==> src/rtl/alu_bist_pkg.sv <==
// Shared definitions for the ALU built-in self-test sequencer.
//   - RV32I opcode and funct3 encodings used to build the 11-bit
//     {funct7[5], funct3, opcode} field consumed by alu_controller.
//   - Op-table size, LFSR taps, FSM state type.
//   - op_fn(): maps an op-table index to the ALU function it exercises.
//   - op_is_shift(): true for op-table entries whose operand B is a shift amount.
package alu_bist_pkg;

  localparam logic [6:0] OPC_RTYPE  = 7'b0110011;
  localparam logic [6:0] OPC_ITYPE  = 7'b0010011;
  localparam logic [6:0] OPC_LOAD   = 7'b0000011;
  localparam logic [6:0] OPC_STORE  = 7'b0100011;
  localparam logic [6:0] OPC_BRANCH = 7'b1100011;
  localparam logic [6:0] OPC_JAL    = 7'b1101111;
  localparam logic [6:0] OPC_JALR   = 7'b1100111;
  localparam logic [6:0] OPC_LUI    = 7'b0110111;
  localparam logic [6:0] OPC_AUIPC  = 7'b0010111;

  localparam logic [2:0] F3_ADD  = 3'b000;
  localparam logic [2:0] F3_SLL  = 3'b001;
  localparam logic [2:0] F3_SLT  = 3'b010;
  localparam logic [2:0] F3_SLTU = 3'b011;
  localparam logic [2:0] F3_XOR  = 3'b100;
  localparam logic [2:0] F3_SR   = 3'b101;
  localparam logic [2:0] F3_OR   = 3'b110;
  localparam logic [2:0] F3_AND  = 3'b111;

  localparam int          BIST_OPS  = 26;
  localparam logic [31:0] LFSR_TAPS = 32'h80200003;

  typedef enum logic [2:0] {
    ST_IDLE,
    ST_DRIVE,
    ST_WAIT,
    ST_PASS,
    ST_FAIL
  } bist_state_t;

  typedef enum logic [3:0] {
    FN_ADD,
    FN_SUB,
    FN_XOR,
    FN_OR,
    FN_AND,
    FN_SLL,
    FN_SRL,
    FN_SRA,
    FN_SLT,
    FN_SLTU
  } alu_fn_t;

  // Entries 19..25 (loads, stores, branches, jumps, LUI, AUIPC) all
  // reduce to an address-style add in the execute stage.
  function automatic alu_fn_t op_fn(input logic [4:0] idx);
    case (idx)
      5'd0, 5'd10:  return FN_ADD;
      5'd1:         return FN_SUB;
      5'd2, 5'd11:  return FN_XOR;
      5'd3, 5'd12:  return FN_OR;
      5'd4, 5'd13:  return FN_AND;
      5'd5, 5'd14:  return FN_SLL;
      5'd6, 5'd15:  return FN_SRL;
      5'd7, 5'd16:  return FN_SRA;
      5'd8, 5'd17:  return FN_SLT;
      5'd9, 5'd18:  return FN_SLTU;
      default:      return FN_ADD;
    endcase
  endfunction

  function automatic logic op_is_shift(input logic [4:0] idx);
    case (op_fn(idx))
      FN_SLL, FN_SRL, FN_SRA: return 1'b1;
      default:                return 1'b0;
    endcase
  endfunction

endpackage

==> src/rtl/alu_bist_sequencer_golden.sv <==
// alu_golden_model: combinational reference result for one op-table entry.
// Ports:
//   op_idx_i    in  5       op-table index (0..25)
//   a_i         in  VWIDTH  operand A
//   b_i         in  VWIDTH  operand B (shift amount in its low bits for shifts)
//   expected_o  out VWIDTH  value a correct execute stage must produce
module alu_golden_model
  import alu_bist_pkg::*;
#(
  parameter int VWIDTH = 32
) (
  input  logic [4:0]        op_idx_i,
  input  logic [VWIDTH-1:0] a_i,
  input  logic [VWIDTH-1:0] b_i,
  output logic [VWIDTH-1:0] expected_o
);

  localparam int SHW = $clog2(VWIDTH);

  logic signed [VWIDTH-1:0] a_s;
  logic signed [VWIDTH-1:0] b_s;
  logic        [SHW-1:0]    shamt;

  assign a_s   = a_i;
  assign b_s   = b_i;
  assign shamt = b_i[SHW-1:0];

  always_comb begin
    expected_o = '0;
    case (op_fn(op_idx_i))
      FN_ADD:  expected_o = a_i + b_i;
      FN_SUB:  expected_o = a_i - b_i;
      FN_XOR:  expected_o = a_i ^ b_i;
      FN_OR:   expected_o = a_i | b_i;
      FN_AND:  expected_o = a_i & b_i;
      FN_SLL:  expected_o = a_i << shamt;
      FN_SRL:  expected_o = a_i >> shamt;
      FN_SRA:  expected_o = a_s >>> shamt;
      FN_SLT:  expected_o = {{(VWIDTH-1){1'b0}}, (a_s < b_s)};
      FN_SLTU: expected_o = {{(VWIDTH-1){1'b0}}, (a_i < b_i)};
      default: expected_o = a_i + b_i;
    endcase
  end

endmodule

==> src/rtl/alu_bist_sequencer.sv <==
// alu_bist_sequencer: self-test engine for the alu_controller + alu pair.
// Walks a 26-entry op table, drives each entry VECTORS times with LFSR
// operands, and compares aluout against alu_golden_model after SETTLE cycles.
// Ports:
//   clk          in   1       clock, all state on the rising edge
//   rst          in   1       synchronous active-high reset
//   start        in   1       one-cycle run request (acted on in IDLE)
//   instruction  out  IWIDTH  {funct7[5], funct3, opcode} to alu_controller
//   a, b         out  VWIDTH  operands to alu
//   aluout       in   VWIDTH  alu result (combinational from a/b/instruction)
//   busy         out  1       run in progress
//   done         out  1       sticky: sweep finished or first mismatch seen
//   pass         out  1       sticky: sweep clean (valid with done)
//   fail_idx     out  5       op-table index of the first mismatch
//   expected     out  VWIDTH  golden value of the most recent compare
module alu_bist_sequencer
  import alu_bist_pkg::*;
#(
  parameter int          VWIDTH  = 32,
  parameter int          IWIDTH  = 11,
  parameter int          VECTORS = 10,
  parameter int          SETTLE  = 1,
  parameter logic [31:0] SEED    = 32'hACE12023
) (
  input  logic              clk,
  input  logic              rst,
  input  logic              start,
  output logic [IWIDTH-1:0] instruction,
  output logic [VWIDTH-1:0] a,
  output logic [VWIDTH-1:0] b,
  input  logic [VWIDTH-1:0] aluout,
  output logic              busy,
  output logic              done,
  output logic              pass,
  output logic [4:0]        fail_idx,
  output logic [VWIDTH-1:0] expected
);

  // An all-zero Galois LFSR never leaves zero, so a zero seed is remapped.
  localparam logic [VWIDTH-1:0] SEED_INIT  = (SEED == 32'd0) ? VWIDTH'(1) : VWIDTH'(SEED);
  localparam logic [VWIDTH-1:0] TAPS       = VWIDTH'(LFSR_TAPS);
  localparam logic [VWIDTH-1:0] SHIFT_MASK = VWIDTH'(31);
  localparam logic [3:0]        SETTLE_LAST = 4'(SETTLE - 1);
  localparam logic [7:0]        VEC_LAST    = 8'(VECTORS - 1);
  localparam logic [4:0]        OP_LAST     = 5'(BIST_OPS - 1);

  function automatic logic [VWIDTH-1:0] lfsr_step(input logic [VWIDTH-1:0] x);
    return (x >> 1) ^ (x[0] ? TAPS : '0);
  endfunction

  bist_state_t       state_q, state_d;
  logic [4:0]        op_idx_q, op_idx_d;
  logic [7:0]        vec_cnt_q, vec_cnt_d;
  logic [3:0]        wait_cnt_q, wait_cnt_d;
  logic [VWIDTH-1:0] lfsr_q, lfsr_d;
  logic [IWIDTH-1:0] instr_q, instr_d;
  logic [VWIDTH-1:0] a_q, a_d;
  logic [VWIDTH-1:0] b_q, b_d;
  logic              busy_q, busy_d;
  logic              done_q, done_d;
  logic              pass_q, pass_d;
  logic [4:0]        fail_idx_q, fail_idx_d;
  logic [VWIDTH-1:0] expected_q, expected_d;

  logic [VWIDTH-1:0] lfsr_s1;
  logic [VWIDTH-1:0] lfsr_s2;
  logic [VWIDTH-1:0] gold;
  logic [10:0]       enc;

  assign lfsr_s1 = lfsr_step(lfsr_q);
  assign lfsr_s2 = lfsr_step(lfsr_s1);

  // Golden model sees the registered operands, i.e. exactly what the alu sees.
  alu_golden_model #(
    .VWIDTH (VWIDTH)
  ) u_golden (
    .op_idx_i   (op_idx_q),
    .a_i        (a_q),
    .b_i        (b_q),
    .expected_o (gold)
  );

  // Op-table encoder: inverse of alu_controller's decode.
  always_comb begin
    enc = 11'b0;
    case (op_idx_q)
      5'd0:    enc = {1'b0, F3_ADD,  OPC_RTYPE};
      5'd1:    enc = {1'b1, F3_ADD,  OPC_RTYPE};
      5'd2:    enc = {1'b0, F3_XOR,  OPC_RTYPE};
      5'd3:    enc = {1'b0, F3_OR,   OPC_RTYPE};
      5'd4:    enc = {1'b0, F3_AND,  OPC_RTYPE};
      5'd5:    enc = {1'b0, F3_SLL,  OPC_RTYPE};
      5'd6:    enc = {1'b0, F3_SR,   OPC_RTYPE};
      5'd7:    enc = {1'b1, F3_SR,   OPC_RTYPE};
      5'd8:    enc = {1'b0, F3_SLT,  OPC_RTYPE};
      5'd9:    enc = {1'b0, F3_SLTU, OPC_RTYPE};
      5'd10:   enc = {1'b0, F3_ADD,  OPC_ITYPE};
      5'd11:   enc = {1'b0, F3_XOR,  OPC_ITYPE};
      5'd12:   enc = {1'b0, F3_OR,   OPC_ITYPE};
      5'd13:   enc = {1'b0, F3_AND,  OPC_ITYPE};
      5'd14:   enc = {1'b0, F3_SLL,  OPC_ITYPE};
      5'd15:   enc = {1'b0, F3_SR,   OPC_ITYPE};
      5'd16:   enc = {1'b1, F3_SR,   OPC_ITYPE};
      5'd17:   enc = {1'b0, F3_SLT,  OPC_ITYPE};
      5'd18:   enc = {1'b0, F3_SLTU, OPC_ITYPE};
      5'd19:   enc = {4'b0, OPC_LOAD};
      5'd20:   enc = {4'b0, OPC_STORE};
      5'd21:   enc = {4'b0, OPC_BRANCH};
      5'd22:   enc = {4'b0, OPC_JAL};
      5'd23:   enc = {4'b0, OPC_JALR};
      5'd24:   enc = {4'b0, OPC_LUI};
      5'd25:   enc = {4'b0, OPC_AUIPC};
      default: enc = 11'b0;
    endcase
  end

  always_comb begin
    state_d    = state_q;
    op_idx_d   = op_idx_q;
    vec_cnt_d  = vec_cnt_q;
    wait_cnt_d = wait_cnt_q;
    lfsr_d     = lfsr_q;
    instr_d    = instr_q;
    a_d        = a_q;
    b_d        = b_q;
    busy_d     = busy_q;
    done_d     = done_q;
    pass_d     = pass_q;
    fail_idx_d = fail_idx_q;
    expected_d = expected_q;

    case (state_q)
      ST_IDLE: begin
        if (start) begin
          done_d     = 1'b0;
          pass_d     = 1'b0;
          fail_idx_d = 5'd0;
          op_idx_d   = 5'd0;
          vec_cnt_d  = 8'd0;
          busy_d     = 1'b1;
          state_d    = ST_DRIVE;
        end
      end

      // Two LFSR steps per vector so A and B are never the same state.
      ST_DRIVE: begin
        instr_d    = enc;
        a_d        = lfsr_q;
        b_d        = op_is_shift(op_idx_q) ? (lfsr_s1 & SHIFT_MASK) : lfsr_s1;
        lfsr_d     = lfsr_s2;
        wait_cnt_d = 4'd0;
        state_d    = ST_WAIT;
      end

      ST_WAIT: begin
        if (wait_cnt_q == SETTLE_LAST) begin
          expected_d = gold;
          if (gold != aluout) begin
            done_d     = 1'b1;
            pass_d     = 1'b0;
            fail_idx_d = op_idx_q;
            busy_d     = 1'b0;
            state_d    = ST_FAIL;
          end else if (vec_cnt_q == VEC_LAST) begin
            if (op_idx_q == OP_LAST) begin
              done_d  = 1'b1;
              pass_d  = 1'b1;
              busy_d  = 1'b0;
              state_d = ST_PASS;
            end else begin
              vec_cnt_d = 8'd0;
              op_idx_d  = op_idx_q + 5'd1;
              state_d   = ST_DRIVE;
            end
          end else begin
            vec_cnt_d = vec_cnt_q + 8'd1;
            state_d   = ST_DRIVE;
          end
        end else begin
          wait_cnt_d = wait_cnt_q + 4'd1;
        end
      end

      // Status and operands stay frozen here so firmware can read them.
      ST_PASS, ST_FAIL: begin
        if (start) begin
          state_d = ST_IDLE;
        end
      end

      default: state_d = ST_IDLE;
    endcase
  end

  always_ff @(posedge clk) begin
    if (rst) begin
      state_q    <= ST_IDLE;
      op_idx_q   <= 5'd0;
      vec_cnt_q  <= 8'd0;
      wait_cnt_q <= 4'd0;
      lfsr_q     <= SEED_INIT;
      instr_q    <= '0;
      a_q        <= '0;
      b_q        <= '0;
      busy_q     <= 1'b0;
      done_q     <= 1'b0;
      pass_q     <= 1'b0;
      fail_idx_q <= 5'd0;
      expected_q <= '0;
    end else begin
      state_q    <= state_d;
      op_idx_q   <= op_idx_d;
      vec_cnt_q  <= vec_cnt_d;
      wait_cnt_q <= wait_cnt_d;
      lfsr_q     <= lfsr_d;
      instr_q    <= instr_d;
      a_q        <= a_d;
      b_q        <= b_d;
      busy_q     <= busy_d;
      done_q     <= done_d;
      pass_q     <= pass_d;
      fail_idx_q <= fail_idx_d;
      expected_q <= expected_d;
    end
  end

  assign instruction = instr_q;
  assign a           = a_q;
  assign b           = b_q;
  assign busy        = busy_q;
  assign done        = done_q;
  assign pass        = pass_q;
  assign fail_idx    = fail_idx_q;
  assign expected    = expected_q;

endmodule
==> config.mk <==
export PLATFORM = sky130hd
export DESIGN_NAME = alu_bist_sequencer
export DESIGN_NICKNAME = d
export VERILOG_FILES = /design/src/rtl/alu_bist_pkg.sv /design/src/rtl/alu_bist_sequencer_golden.sv /design/src/rtl/alu_bist_sequencer.sv
export SDC_FILE = /design/constraint.sdc
export NUM_CORES = 1
export LEC_CHECK = 0
export CELL_PAD_IN_SITES_DETAIL_PLACEMENT = 0
export CELL_PAD_IN_SITES_GLOBAL_PLACEMENT = 1
export CORE_MARGIN = 5
export CORE_UTILIZATION = 39
export DETAILED_ROUTE_END_ITERATION = 16
export PLACE_DENSITY_LB_ADDON = 0.1
export SETUP_SLACK_MARGIN = 0.2
export SYNTH_ARGS = -nofsm -noshare
export SYNTH_HDL_FRONTEND = slang
export SYNTH_SLANG_ARGS = --single-unit
==> constraint.sdc <==
create_clock -name clk -period 11.79 [get_ports clk]
set_input_delay 2.358 -clock clk [delete_from_list [all_inputs] [get_ports clk]]
set_output_delay 2.358 -clock clk [all_outputs]
set_load 0.1 [all_outputs]
==> results.json <==
{
  "synthArstFlopShare_pct": 0,
  "synth.distinct_cells": 94,
  "hp-class": "register to register",
  "skew_ns": 0.0307,
  "final-setup-viol-count": 0,
  "core-area_sq_mm": 0.0419,
  "maxUsedRoutingLayer": "met5",
  "first_pass_iters": 7,
  "drive_gt1_share_pct": 8.59,
  "cts_tree": "done",
  "crit_family": "compound AO/OA/AOI/OAI gates",
  "p_comb_share_pct": 46.5,
  "synth_ff_type": "dfxtp_1",
  "clk_pin_slew_worst_paths_ns": 0.07,
  "cts_buffers": 17,
  "antenna_found_initial": 3,
  "num_rows": 75,
  "dp_slack_ns": 3.82,
  "drt-total-wl_um": 83900,
  "crit_type": "register to register",
  "drtIter0Drc": 2304,
  "pin_count": 150,
  "post_synth.cell_area_avg_sq_um": 7.30,
  "wl_per_cell_um": 29.6,
  "outcome": "finished, final reports clean",
  "wl_met1_um": 36100,
  "diodes": 0,
  "ir_worst_vdd_mv": 0.138,
  "setup_ws_ns": 3.72,
  "pwr_density_cell_mw_per_mm2": 114,
  "vias_per_cell": 6.53,
  "seq_area_frac_synth_pct": 17.9,
  "arrival_ns": 8.46,
  "clk_latency_ns": 0.50,
  "switching_share_pct": 48.0,
  "synth_edf_count": 0,
  "finalCritPeriodShare_pct": 68.5,
  "yosysTopAreaCell": "dfxtp_1",
  "syn-num-nets": 2410,
  "cp_max_fo": 50,
  "p_seq_share_pct": 27.5,
  "ys_warn_count": 0,
  "critPathSlowestCell": "dfxtp_4",
  "end_kind": "register",
  "hold_viol": 0,
  "grt_pass1_wl_um": 122000,
  "cts_resized": 0,
  "synth-seq-cells": 148,
  "hold_buffers": 0,
  "overflow": 0,
  "start_util_pct": 39.4,
  "die_y_um": 216,
  "nets": 2429,
  "syn_area_sq_mm": 0.0165,
  "tightest_slew_ns": 1.25,
  "max_cap_viol_count": 0,
  "clock_path_buffers": 2,
  "routed-wl-met3_um": 8070,
  "grt_pass1_vias": 17470,
  "clock_sinks": 148,
  "critical_path.n_buffers_inverters": 2,
  "final.setup.tns_ns": 0,
  "clock.fmax_ghz": 0.124,
  "areaGrowthSynthToFinish_pct": 13.9,
  "yosys-top-cells-area": "dfxtp_1 (18%), ha_1 (8.4%), a21oi_1 (6.1%)",
  "grtUsageTotal_pct": 34.6,
  "hpwl_um": 64600,
  "vias": 18487,
  "cts_max_level": 4,
  "die-area_sq_mm": 0.0465,
  "cp.required_ns": 12.18,
  "slew_viol_final": 0,
  "post_cts_buffers": 0,
  "portBuffers": 149,
  "crit_path_start_kind": "register",
  "cts-root-buf": "clkbuf_16",
  "power_switching_w": 0.00103,
  "p_leak_nw": 6.66,
  "final_cell_mix": "nand2_1 (255), nor2_1 (203), a21oi_1 (202)",
  "yosysTopAreaCellShare_pct": 17.9,
  "routed-wl-met2_um": 35900,
  "gp_congestion": 1.04,
  "p_int_w": 0.00111,
  "slew_headroom_pct": 14.5,
  "syn_inst": 2262,
  "period_minus_slack_ns": 8.07,
  "die_x_um": 216,
  "antenna_left": 0,
  "rsz0062_at_grt": "no",
  "power_frac_clock_pct": 26.0,
  "grt_max_degree": 72,
  "path_cells": "inv_1 -> ha_1 -> a21o_1 -> a221oi_1 -> o21ai_0 -> a211oi_1 -> nor3_1 -> a221o_1 -> nor3_1 -> xor2_1 -> or4_1 -> or4_4 -> nor4_4 -> nand3_4 -> nor4_1 -> o21ba_2 -> inv_1 -> ha_1 -> nor2_1 -> a21oi_1 -> a221oi_1",
  "drc": 0,
  "final_common_cell": "nand2_1",
  "crit_path_max_incr_delay_ns": 0.78
}
## worst paths after layout
kind                            cells past startpoint         start  slack [ns]            to
worst min register to register                      2  expected[18]        0.46  expected[18]
worst min-delay path                                2  expected[18]        0.46  expected[18]
worst max register to register                     21          a[3]        3.72      register
worst max-delay path                               21          a[3]        3.72      register
## synthesized netlist by cell type (10+ instances only)
cell type,instances
mux2_2,30
nor4_1,24
nor2b_1,28
a211oi_1,33
dfxtp_1,148
mux2i_1,75
o21ai_0,104
and2_1,18
clkbuf_1,135
mux4_2,23
or2_2,14
a31oi_1,14
nand4_1,30
or4_1,10
and3_1,25
o31ai_1,19
inv_1,116
a221oi_1,17
o221ai_1,11
buf_2,23
o22ai_1,35
buf_4,29
xor2_1,24
xnor2_1,39
nand2b_1,30
a22o_1,34
nand2_1,255
a2111oi_0,10
a21oi_1,202
o211ai_1,34
a21o_1,10
nor2_1,206
buf_1,19
nand3_1,41
a211o_1,11
ha_1,111
or3_1,10
nor3_1,52
a22oi_1,38
o21bai_1,12
## worst register-to-register path: stages (launching register included)
cell and delay (ns):
dfxtp_4 0.78, inv_1 0.60, ha_1 0.62, a21o_1 0.25, a221oi_1 0.68, o21ai_0 0.55, a211oi_1 0.44, nor3_1 0.08
a221o_1 0.26, nor3_1 0.35, xor2_1 0.10, or4_1 0.53, or4_4 0.56, nor4_4 0.47, nand3_4 0.21, nor4_1 0.41
o21ba_2 0.23, inv_1 0.09, ha_1 0.32, nor2_1 0.11, a21oi_1 0.04, a221oi_1 0.31
## sequential cells by signal, indices dropped and copies added (netlist names), named ones only
register     count
instruction     10
b               29
lfsr_q          32
busy             1
expected        32
vec_cnt_q        8
op_idx_q         5
a               13
wait_cnt_q       4
state_q          3
done             1
pass             1
fail_idx         5
## power groups by stage
stage | registers [W] | logic [W] | clock network (W)
after floorplan | 0.000689 | 0.000581 | 0
after global placement | 0.000596 | 0.000970 | 0
after detailed placement | 0.000597 | 0.000966 | 0
after CTS | 0.000585 | 0.000971 | 0.000572
after global routing | 0.000591 | 0.00105 | 0.000591
final | 0.000587 | 0.000995 | 0.000556
## area by class of cell
type                    count  area [sq um]
inverters                 117           439
flip-flops and latches    148          2970
fillers                  4353         23100
repair buffers            209          1940
clock inverters            14           135
well taps                 539           674
clock buffers              18           439
multi-input cells        1788         12200
## metal layers
layer  global-route usage (%)  vias up
met4                     14.2        6
met1                     47.5     9002
met3                     8.90      181
met2                     51.8     1022
met5                        0        -
li1                         -     8276
## cells by family (layout without fill, tap and decap cells)
family | after synthesis | count (layout) | synth area share, %
multiplexers | 128 | 128 | 9.73
adder cells (fa/ha/maj) | 113 | 113 | 8.66
buffers and inverters | 326 | 358 | 8.38
AO/OA/AOI/OAI | 703 | 703 | 29.2
XOR/XNOR | 64 | 64 | 3.44
flip-flops | 148 | 148 | 17.9
AND/OR/NAND/NOR | 780 | 780 | 22.7
## stage by stage
step                power (W)  cell area (sq um)  instances  hold WS, ns  util [%]
global placement      0.00157              18200       2801        0.444      43.5
CTS                   0.00213              18800       2833        0.456      44.8
detailed placement    0.00156              18200       2801        0.446      43.5
floorplan             0.00127              16500       2262        0.432         -
global route          0.00223              18800       2833        0.475      44.8
finish                0.00214              18800       2833        0.457      44.8
(Power assumes the default switching activity.)
